--- src/rtl/l2norm_elem_packer.sv ---
// l2norm_elem_packer: packs one element per beat into LANES-wide beats, zero-padding each vector's final partial beat
module l2norm_elem_packer #(
  parameter int ELEM_W = 16,
  parameter int LANES = 4,
  parameter int CNT_W = 16
) (
  input  logic                      clock,
  input  logic                      reset,
  input  logic [ELEM_W-1:0]         s_tdata,
  input  logic                      s_tvalid,
  output logic                      s_tready,
  input  logic                      s_tlast,
  output logic [ELEM_W*LANES-1:0]   m_tdata,
  output logic                      m_tvalid,
  input  logic                      m_tready,
  output logic                      m_tlast,
  output logic [LANES*ELEM_W/8-1:0] m_tkeep,
  output logic                      m_tuser,
  output logic [CNT_W-1:0]          vec_count
);
  localparam int LW = $clog2(LANES);
  localparam int KB = ELEM_W / 8;
  logic [LANES-2:0][ELEM_W-1:0] asm_q, asm_d;
  logic [LANES-1:0][ELEM_W-1:0] beat;
  logic [LANES-1:0][KB-1:0] keep;
  logic [LANES-1:0] upto, below;
  logic [LW-1:0] lane;
  logic first, accept, complete;
  assign s_tready = !reset && (!m_tvalid || m_tready);
  assign accept = s_tvalid && s_tready;
  assign complete = accept && (s_tlast || lane == LW'(LANES-1));
  // thermometer masks: upto covers lanes 0..lane, below covers lanes 0..lane-1
  assign upto = (LANES'(2) << lane) - LANES'(1);
  assign below = upto >> 1;
  for (genvar i = 0; i < LANES; i++) begin : g_lane
    logic [ELEM_W-1:0] held;
    if (i < LANES-1) begin : g_asm
      assign held = asm_q[i];
      assign asm_d[i] = (accept && lane == LW'(i)) ? s_tdata : asm_q[i];
    end else begin : g_top
      assign held = '0;
    end
    assign beat[i] = below[i] ? held : upto[i] ? s_tdata : '0;
    assign keep[i] = {KB{upto[i]}};
  end
  always_ff @(posedge clock) begin
    if (reset) begin
      asm_q <= '0;
      lane <= '0;
      first <= 1'b1;
      m_tvalid <= 1'b0;
      m_tdata <= '0;
      m_tkeep <= '0;
      m_tlast <= 1'b0;
      m_tuser <= 1'b0;
      vec_count <= '0;
    end else begin
      asm_q <= complete ? '0 : asm_d;
      lane <= complete ? '0 : accept ? lane + LW'(1) : lane;
      if (complete) begin
        first <= s_tlast;
        m_tdata <= beat;
        m_tkeep <= keep;
        m_tlast <= s_tlast;
        m_tuser <= first;
      end
      m_tvalid <= complete || (m_tvalid && !m_tready);
      if (m_tvalid && m_tready && m_tlast) vec_count <= vec_count + CNT_W'(1);
    end
  end
endmodule

--- config.mk ---
export PLATFORM = sky130hd
export DESIGN_NAME = l2norm_elem_packer
export DESIGN_NICKNAME = d
export VERILOG_FILES = /design/src/rtl/l2norm_elem_packer.sv
export SDC_FILE = /design/constraint.sdc
export NUM_CORES = 1
export LEC_CHECK = 0
export BUFFER_PORTS_ARGS = -buffer_cell sky130_fd_sc_hd__buf_2
export CORE_MARGIN = 2
export CORE_UTILIZATION = 50
export DETAILED_ROUTE_END_ITERATION = 7
export GPL_ROUTABILITY_DRIVEN = 0
export PLACE_DENSITY = 0.74
export SLEW_MARGIN = 10
export SYNTH_ARGS = -nofsm -noshare
export SYNTH_HDL_FRONTEND = slang
export SYNTH_SLANG_ARGS = --single-unit
--- constraint.sdc ---
create_clock -name clock -period 2.6 [get_ports clock]
set_input_delay 0.26 -clock clock [delete_from_list [all_inputs] [get_ports clock]]
set_output_delay 0.26 -clock clock [all_outputs]
set_load 0.01 [all_outputs]
==> metrics.md, run 1 <==
| Metric | Value |
|---|---|
| Root buf cell | `clkbuf_8` |
| Synth top area share | `49.5%` |
| Ratio of cells with drive above 1 in the final layout | `a little under a quarter` |
| Diode count | `0` |
| Dominant cell by count in the synthesized netlist | `dfxtp_1` |
| First-pass GRT wire length | `approximately 23 mm` |
| Number of buffers created by CTS | `17` |
| Synth warn | `0` |
| Post-Route WL | `roughly 14 mm` |
| R2R Path End | `g_lane[2].held[8]$_SDFFE_PP0P_` |
| Number of DRC markers in iteration 0 | `about 320` |
| Post-CTS Hold Buffers | `0` |
| Final Setup Violations | `0` |
| Final period utilization | `about nine tenths` |
| Post-synthesis cell type count | `42` |
| Worst path required time | `~3000 ps` |
| Post-Synthesis Cells | `just over 600` |
| Die Span Y | `~110 um` |
| Worst path top cell family by delay | `simple AND/OR/NAND/NOR gates` |
| CP startpoint kind | `register` |
| Setup bufs post-CTS | `0` |
| Fmax | `between 400 and 500 MHz` |
| Initial Util | `51.5%` |
| Skew-Pair Late Insertion Delay | `~520 ps` |
| Number of clock sinks seen by CTS | `about 140` |
| LEAKAGE | `approximately 2.7 nW` |
| Minimum period implied by the final worst setup slack | `2320 ps` |
| Hold Crit Endpoint | `m_tlast$_SDFFE_PP0P_` |
| Worst R2R Path Depth | `5` |
| CTS tree | `done` |
| R2r startpoint | `lane[0]$_SDFFE_PP0N_` |
| Hold path start | `s_tlast` |
| Largest cells by area after synthesis | `dfxtp_1 (50%), a211oi_1 (6.1%), nand3_1 (4.9%)` |
| CP cell instances | `inv_1 -> ha_1 -> nand4_1 -> nand2_1 -> a21oi_1` |
| Post-synthesis net count | `approximately 630` |
| Syn Area/Cell | `a little over 9 um2` |
| CORE AREA | `approximately 0.011 mm2` |
| Post-synth EDFFs | `0` |
| Synthesis-to-layout area growth | `18.4%` |
| Crit-path max FO | `17` |
| Worst hold path type | `input port to register` |
| Core Util, Final | `around three fifths` |
| Post-Syn Area | `0.00558 mm2` |
| Final Skew | `8.31 ps` |
| Max-cap viol count | `0` |
| Final Hold Vio Count | `0` |
| Vias in the first global route | `4,422` |
| Gr ovfl total | `0` |
| Top_reg_cell synth | `dfxtp_1` |
| Row cnt | `38` |
| WS Path Type | `register to register` |
| Gr usage total | `24.5%` |
| Via density | `5.70` |
| Final setup margin | `between 200 and 300 ps` |
| Die Area | `~0.012 mm2` |
| Status | `complete, no violations` |
| CP max stage cell | `nand4_1` |
| Port Buffers | `~110` |
| Unrepaired setup endpoints after global routing | `no` |
| Largest net degree at the start of global routing | `74` |
| Sequential area share after synthesis | `between 40% and 50%` |
| Slew margin rel. | `roughly 45%` |
| FF-to-FF setup slack | `280 ps` |
| Initial antenna violation count | `0` |
| Seq cells post-synth | `about 140` |
| DR DRC count | `0` |
| Slew Viols, Final | `0` |
| Final antenna-violating net count | `0` |
| Max clock buf depth | `2` |
| DRT Pass-1 Iters | `5` |
| IO Pins | `between 100 and 150` |
| Commonest cells in the netlist | `dfxtp_1 (138), nor2_1 (71), nand3_1 (55)` |
| Reg clk slew, reported paths | `roughly 60 ps` |
| # fillers | `933` |
| Async set or reset register ratio after synthesis | `0%` |
| Die Width | `approximately 110 um` |
| Setup_tns | `0 ps` |
| Slew @ Worst Pin | `819 ps` |
| DP Worst Slack | `~360 ps` |
| WP buf/inv | `1` |
| PD cells | `about 730 mW/mm2` |
| DR WL/cell | `approximately 17 um` |
| VDD IR max | `0.000429 V` |
| Post-cts resize count | `0` |
| Nets | `between 700 and 800` |
| Worst hold path cell count | `3` |
| Synth area leader | `dfxtp_1` |
| Worst EP arrival | `2690 ps` |
| H-tree Lvls | `4` |
| Crit. End Element | `register` |
| CP max stage delay | `730 ps` |
| Via count | `4,803` |
| Final Total Pwr | `between 4 and 5 mW` |
| HPWL Detailed | `9.19 mm` |
## power breakdown
part	switching [mW]	internal, mW
registers	0.0330	2.17
clock network	0.925	1.30
logic	0.273	0.140
## cells in the final DEF, fill, tap and decap left out, types with 10 or more instances in the layout
cell and n:
mux2i_1 20, dfxtp_1 138, nand2_1 53, clkbuf_16 16
nor2_1 71, buf_4 10, a22oi_1 33, buf_2 112
a21oi_1 53, a22o_1 16, a211oi_1 45, nand3_1 55
## how the worst max path moves through the flow
stage,startpoint,endpoint,slack [ps],cells past startpoint
3_3_place_gp,lane[0]$_SDFFE_PP0N_,g_lane[2].held[8]$_SDFFE_PP0P_,470,5
4_1_cts,lane[0]$_SDFFE_PP0N_,g_lane[2].held[8]$_SDFFE_PP0P_,350,5
6_report,lane[0]$_SDFFE_PP0N_,g_lane[2].held[8]$_SDFFE_PP0P_,280,5
3_5_place_dp,lane[0]$_SDFFE_PP0N_,g_lane[2].held[10]$_SDFFE_PP0P_,360,5
5_1_grt,lane[0]$_SDFFE_PP0N_,g_lane[2].held[8]$_SDFFE_PP0P_,130,5
2_1_floorplan,lane[0]$_SDFFE_PP0N_,m_tdata[38]$_SDFFE_PP0P_,780,9
## stage by stage
step           cell area (um2)  cells  hold slack [ps]
2_1_floorplan             5580    608              393
4_1_cts                   6600    843             39.2
5_1_grt                   6600    843             68.9
3_5_place_dp              6050    811              446
3_3_place_gp              6050    811              441
6_report                  6600    843             47.2
## per-layer routing
layer	part of all wire, %	vias up	GRT usage, %
li1	-	2342	-
met1	44	2268	32.9
met2	48	174	39.5
met3	6.8	19	5.45
met4	1.4	0	7.59
met5	0	-	0
## worst reg2reg max path, delay by kind of cell (launching register included)
| family | cells | cell delay (ps) |
|---|---|---|
| flops | 1 | 350 |
| compound gates | 1 | 90 |
| simple gates | 2 | 1030 |
| fa+ha+maj | 1 | 610 |
| buf+inv | 1 | 100 |
## cells by family after synthesis
group / share of synthesized area, %
AND/OR/NAND/NOR: 17.1
AO/OA/AOI/OAI: 19.4
flip-flops: 49.5
buffers and inverters: 6.84
multiplexers: 3.79
XOR/XNOR: 2.22
adder cells (fa/ha/maj): 1.12
## cell type report
cell class,count,area (um2),share of cell area [%]
inverters,5,18.8,0.284
multi-input cells,405,2440,36.9
clock inverters,13,120,1.82
well taps,140,175,2.65
repair buffers,123,656,9.93
clock buffers,19,432,6.54
flip-flops and latches,138,2760,41.8
## sequential cells by signal, summed over array words and instances, names as in the netlist
| register | cells |
|---|---|
| m_tvalid | 1 |
| lane | 2 |
| g_lane.held | 48 |
| first | 1 |
| m_tuser | 1 |
| vec_count | 16 |
| m_tdata | 64 |
| m_tkeep | 4 |
| m_tlast | 1 |
No activity file was read; power rests on OpenSTA's default activity.
==> run 2: changes to the inputs <==
Settings changed: CTS_BUF_LIST set to sky130_fd_sc_hd__clkbuf_2.
==> run 2 against run 1 <==
Critical endpoint unchanged. Global-route usage is 0.61 points lower. Maximum frequency is 2.8% higher. Sequential power hardly changed. Power is 22% lower. Worst setup slack better by 63 ps. Clock power is 49% lower. Cell count is 2.3% higher. Via count is 1.5% higher. Worst hold slack better by 22 ps. Design area is 2.2% lower. Clock skew is 18 ps higher. Register-to-register slack better by 60 ps.
==> metrics.md, run 2 (same netlist as run 1, synthesis figures left out) <==
| Metric | Value |
|---|---|
| Reg clk slew, reported paths | `190 ps (+130 ps)` |
| LEAKAGE | `2.60 nW (-2.2%)` |
| Most frequent cells in the layout | `dfxtp_1 (138), buf_2 (112), nor2_1 (71)` |
| Crit-path max FO | `17 (unchanged)` |
| Finished Cell Area | `0.00646 mm2 (-2.2%)` |
| HPWL Detailed | `9.19 mm (unchanged)` |
| H-tree Lvls | `4 (unchanged)` |
| Max-cap viol count | `0 (unchanged)` |
| First-pass GRT wire length | `22.2 mm (-2.1%)` |
| Switching power | `1.10 mW (-11%)` |
| VDD IR max | `0.000281 V (-35%)` |
| CP cell instances | `inv_1 -> ha_1 -> nand4_1 -> nand2_1 -> a21oi_1` |
| Core Util, Final | `59.6% (-1.4 points)` |
| Sw frac | `29.1% (+3.6 points)` |
| Skew-Pair Late Insertion Delay | `660 ps (+140 ps)` |
| Final Skew | `26.8 ps (+18.5 ps)` |
| Setup_tns | `0 ps (unchanged)` |
| Die Width | `110 um (unchanged)` |
| Max clock buf depth | `2 (unchanged)` |
| Ratio of cells with drive above 1 in the final layout | `23.1% (-0.63 points)` |
| Gr ovfl total | `0 (unchanged)` |
| Status | `complete, no violations` |
| Clock power share | `30.1% (-16 points)` |
| Max reg flops | `64 (unchanged)` |
| Die Span Y | `110 um (unchanged)` |
| Biggest register | `m_tdata` |
| Nets | `735 (+2.7%)` |
| Comb pwr share | `11.5% (+3.0 points)` |
| Slew @ Worst Pin | `800 ps (-18.8 ps)` |
| Via count | `4,873 (+1.5%)` |
| CP max stage delay | `720 ps (about the same)` |
| Die Area | `0.0120 mm2 (unchanged)` |
| # fillers | `979 (+4.9%)` |
| Post-cts resize count | `0 (unchanged)` |
| Slew margin rel. | `46.7% (+1.3 points)` |
| Number of clock sinks seen by CTS | `138 (unchanged)` |
| CORE AREA | `0.0108 mm2 (unchanged)` |
| Via density | `5.65 (-0.78%)` |
| Worst hold path type | `input port to register` |
| Post-Route WL | `14.0 mm (-2.2%)` |
| Crit. End Element | `register` |
| CP max stage cell | `nand4_1` |
| Synthesis-to-layout area growth | `15.7%` |
| PD cells | `585 mW/mm2 (-20%)` |
| WS Path Type | `register to register` |
| P_int | `2.68 mW (-26%)` |
| Commonest non-fill, non-tap cell in the layout | `dfxtp_1` |
| Slew Viols, Final | `0 (unchanged)` |
| Largest net degree at the start of global routing | `74 (unchanged)` |
| Minimum period implied by the final worst setup slack | `2250 ps (-62.8 ps)` |
| Fmax | `444 MHz (+2.8%)` |
| Vias in the first global route | `4,417 (-0.11%)` |
| IO Pins | `113 (unchanged)` |
| Final period utilization | `86.6% (-2.4 points)` |
| Placed inst area | `0.00605 mm2 (unchanged)` |
| Number of buffers created by CTS | `17 (unchanged)` |
| Worst path required time | `3130 ps (+150 ps)` |
| Final Total Pwr | `3.78 mW (-22%)` |
| DRT Pass-1 Iters | `5 (unchanged)` |
| Setup bufs post-CTS | `0 (unchanged)` |
| CTS tree | `done` |
| Initial antenna violation count | `0 (unchanged)` |
| Port Buffers | `112 (unchanged)` |
| CP startpoint kind | `register` |
| Worst EP arrival | `2780 ps (+90 ps)` |
| Final antenna-violating net count | `0 (unchanged)` |
| Final Hold Vio Count | `0 (unchanged)` |
| Diode count | `0 (unchanged)` |
| Unrepaired setup endpoints after global routing | `no` |
| Root buf cell | `clkbuf_2` |
| Gr usage total | `23.9% (-0.61 points)` |
| Final Setup Violations | `0 (unchanged)` |
| DR DRC count | `0 (unchanged)` |
| Number of DRC markers in iteration 0 | `313 (-1.9%)` |
| Initial Util | `51.5% (unchanged)` |
| Sequential share of power | `58.4% (+13 points)` |
| Row cnt | `38 (unchanged)` |
| DR WL/cell | `16.2 um (-4.4%)` |
| Post-CTS Hold Buffers | `19 (+19)` |
run 2: cell count changes in the layout (fill, tap and decap cells not counted):
cell / change
dlygate4sd3_1: +19
clkinv_1: +1
clkbuf_8: -2
clkbuf_2: +18
clkbuf_1: -1
clkbuf_16: -16
run 2: cell type report:
cell class                 instances  area [um2]  area share, %
sequential                       138        2760           42.8
multi-input combinational        405        2440           37.8
timing repair buffer             142         846           13.1
tap                              140         175           2.71
clock inverter                    14         124           1.92
clock buffer                      18        90.1           1.40
inverter                           5        18.8          0.291
run 2: worst max-delay path, delay by kind of cell (launching register included):
kind / cells / cell delay, ps
AO/OA/AOI/OAI: 1 / 90
adder cells (fa/ha/maj): 1 / 580
buffers and inverters: 1 / 100
flip-flops: 1 / 390
AND/OR/NAND/NOR: 2 / 970
run 2: metrics by stage:
stage	hold slack, ps	std cells	setup WS [ps]
2_1_floorplan	393	608	781
3_3_place_gp	441	811	470
4_1_cts	26.5	862	373
5_1_grt	46.3	862	109
3_5_place_dp	446	811	361
6_report	68.8	862	347
run 2: power by group through the flow:
stage | clock (mW) | combinational [mW] | sequential [mW]
after floorplan | 0 | 0.255 | 2.26
after global placement | 0 | 0.401 | 2.25
after detailed placement | 0 | 0.409 | 2.25
after CTS | 1.17 | 0.432 | 2.21
after global routing | 1.26 | 0.475 | 2.22
final | 1.14 | 0.433 | 2.21
run 2: final timing paths:
path	from	to	slack, ps	depth (start not counted)
max	lane[0]$_SDFFE_PP0N_	g_lane[2].held[8]$_SDFFE_PP0P_	350	5
min	m_tready	m_tvalid$_SDFF_PP0_	70	4
max reg2reg	lane[0]$_SDFFE_PP0N_	g_lane[2].held[8]$_SDFFE_PP0P_	350	5
min reg2reg	g_lane[1].held[4]$_SDFFE_PP0P_	g_lane[1].held[4]$_SDFFE_PP0P_	470	2
run 2: layer usage:
layer  up-vias  share of wire (%)  global-route usage (%)  wire, um
met1      2300                 44                    32.0      6210
met5         -                  0                       0         0
li1       2380                  -                       -         -
met2       168                 47                    38.3      6620
met4         0                2.0                    8.05       273
met3        25                6.2                    5.33       865
==> run 3: changes to the inputs <==
Settings changed: MAX_ROUTING_LAYER set to met4.
==> run 3 against run 2 <==
Worst hold slack got worse by 17 ps. Cell count stayed put. Global-route usage up 0.72 points. Register-to-register slack about the same. Sequential cell count unchanged. Critical path depth unchanged. Maximum frequency up 0.39%. Die area is the same. Highest routed layer unchanged.
==> metrics.md, run 3 (same netlist as run 1, synthesis figures left out) <==
| Metric | Value |
|---|---|
| Setup bufs post-CTS | `0 (unchanged)` |
| Post-CTS Hold Buffers | `19 (unchanged)` |
| Diode count | `0 (unchanged)` |
| Fmax | `446 MHz (+0.39%)` |
| Ratio of cells with drive above 1 in the final layout | `23.1% (unchanged)` |
| Skew-Pair Late Insertion Delay | `680 ps (+20 ps)` |
| Via count | `4,867 (-0.12%)` |
| Nets | `735 (unchanged)` |
| DR DRC count | `0 (unchanged)` |
| CP startpoint kind | `register` |
| H-tree Lvls | `4 (unchanged)` |
| VDD IR max | `0.000281 V (+0.22%)` |
| Die Span Y | `110 um (unchanged)` |
| Vias in the first global route | `4,420 (+0.068%)` |
| CORE AREA | `0.0108 mm2 (unchanged)` |
| Initial antenna violation count | `0 (unchanged)` |
| Final period utilization | `86.3% (-0.34 points)` |
| IO Pins | `113 (unchanged)` |
| Commonest non-fill, non-tap cell in the layout | `dfxtp_1` |
| Final Skew | `24.3 ps (-2.50 ps)` |
| Slew margin rel. | `46.0% (-0.72 points)` |
| Number of buffers created by CTS | `17 (unchanged)` |
| Area of the multi-input gates | `0.00244 mm2 (unchanged)` |
| Max-cap viol count | `0 (unchanged)` |
| # fillers | `979 (unchanged)` |
| DP Worst Slack | `361 ps (unchanged)` |
| HPWL Detailed | `9.19 mm (unchanged)` |
| Crit-path max FO | `17 (unchanged)` |
| Post-Route WL | `14.0 mm (about the same)` |
| Number of clock sinks seen by CTS | `138 (unchanged)` |
| Setup_tns | `0 ps (unchanged)` |
| Final Setup Violations | `0 (unchanged)` |
| Max clock buf depth | `2 (unchanged)` |
| Die Area | `0.0120 mm2 (unchanged)` |
| Largest net degree at the start of global routing | `74 (unchanged)` |
| Slew Viols, Final | `0 (unchanged)` |
| Worst hold path type | `input port to register` |
| Crit. End Element | `register` |
| WS Path Type | `register to register` |
| Final setup margin | `356 ps (+8.84 ps)` |
| Unrepaired setup endpoints after global routing | `no` |
| Status | `complete, no violations` |
| LEAKAGE | `2.60 nW (unchanged)` |
| DRT Pass-1 Iters | `5 (unchanged)` |
| Slew @ Worst Pin | `810 ps (+10.8 ps)` |
| Reg clk slew, reported paths | `190 ps (about the same)` |
| Seq. cell area | `0.00276 mm2 (unchanged)` |
| CTS tree | `done` |
| Biggest register | `m_tdata` |
| Finished Cell Area | `0.00646 mm2 (unchanged)` |
| Worst path required time | `3150 ps (+20 ps)` |
| Placed inst area | `0.00605 mm2 (unchanged)` |
| Minimum period implied by the final worst setup slack | `2240 ps (-8.84 ps)` |
| Gr ovfl total | `0 (unchanged)` |
| Gr usage total | `24.6% (+0.72 points)` |
| Via density | `5.65 (-0.12%)` |
| Most frequent cells in the layout | `dfxtp_1 (138), buf_2 (112), nor2_1 (71)` |
| Root buf cell | `clkbuf_2` |
| Die Width | `110 um (unchanged)` |
| Synthesis-to-layout area growth | `15.7% (unchanged)` |
| Post-cts resize count | `0 (unchanged)` |
| PD cells | `586 mW/mm2 (+0.11%)` |
| Row cnt | `38 (unchanged)` |
| Port Buffers | `112 (unchanged)` |
| Number of DRC markers in iteration 0 | `325 (+3.8%)` |
| Max reg flops | `64 (unchanged)` |
| First-pass GRT wire length | `22.2 mm (about the same)` |
| Initial Util | `51.5% (unchanged)` |
| Final antenna-violating net count | `0 (unchanged)` |
| DR WL/cell | `16.2 um (about the same)` |
| Final Hold Vio Count | `0 (unchanged)` |
| Worst EP arrival | `2800 ps (+20 ps)` |
run 3: cell counts in the layout (fill, tap and decap cells not counted):
Identical to the previous run, type by type.
run 3: worst max-delay path, cell delays in order (launching register included):
cell and delay [ps]:
dfxtp_1 390, inv_1 100, ha_1 580, nand4_1 720, nand2_1 250, a21oi_1 90
run 3: routing by layer:
| metal | share of wire, % | vias to the layer above | global-route usage (%) |
|---|---|---|---|
| met4 | 1.8 | 0 | 8.05 |
| li1 | - | 2374 | - |
| met5 | 0 | - | - |
| met3 | 6.6 | 28 | 5.33 |
| met1 | 44 | 2291 | 32.0 |
| met2 | 47 | 174 | 38.4 |
run 3: worst paths after layout:
path / startpoint / end / slack [ps] / depth (start not counted)
setup / recovery: lane[0]$_SDFFE_PP0N_ / g_lane[2].held[8]$_SDFFE_PP0P_ / 360 / 5
hold / removal: m_tready / m_tvalid$_SDFF_PP0_ / 50 / 4
setup reg to reg: lane[0]$_SDFFE_PP0N_ / g_lane[2].held[8]$_SDFFE_PP0P_ / 360 / 5
hold reg to reg: g_lane[1].held[4]$_SDFFE_PP0P_ / g_lane[1].held[4]$_SDFFE_PP0P_ / 470 / 2
run 3: stage by stage:
step | hold slack (ps) | instances | utilization, % | power [mW]
after global placement | 441 | 811 | 55.8 | 2.65
after CTS | 26.5 | 862 | 59.6 | 3.81
after floorplan | 393 | 608 | - | 2.52
final | 51.9 | 862 | 59.6 | 3.78
after global routing | 46.4 | 862 | 59.6 | 3.95
after detailed placement | 446 | 811 | 55.8 | 2.66
run 3: power breakdown:
part	switching, mW	internal, mW	total, mW
clock network	0.795	0.348	1.14
logic	0.274	0.159	0.433
registers	0.0328	2.17	2.21
total	1.10	2.68	3.78
run 3: cell type report:
type	count	area share, %
clock buffer	18	1.40
clock inverter	14	1.92
inverter	5	0.291
multi-input combinational	405	37.8
sequential	138	42.8
tap	140	2.71
timing repair buffer	142	13.1
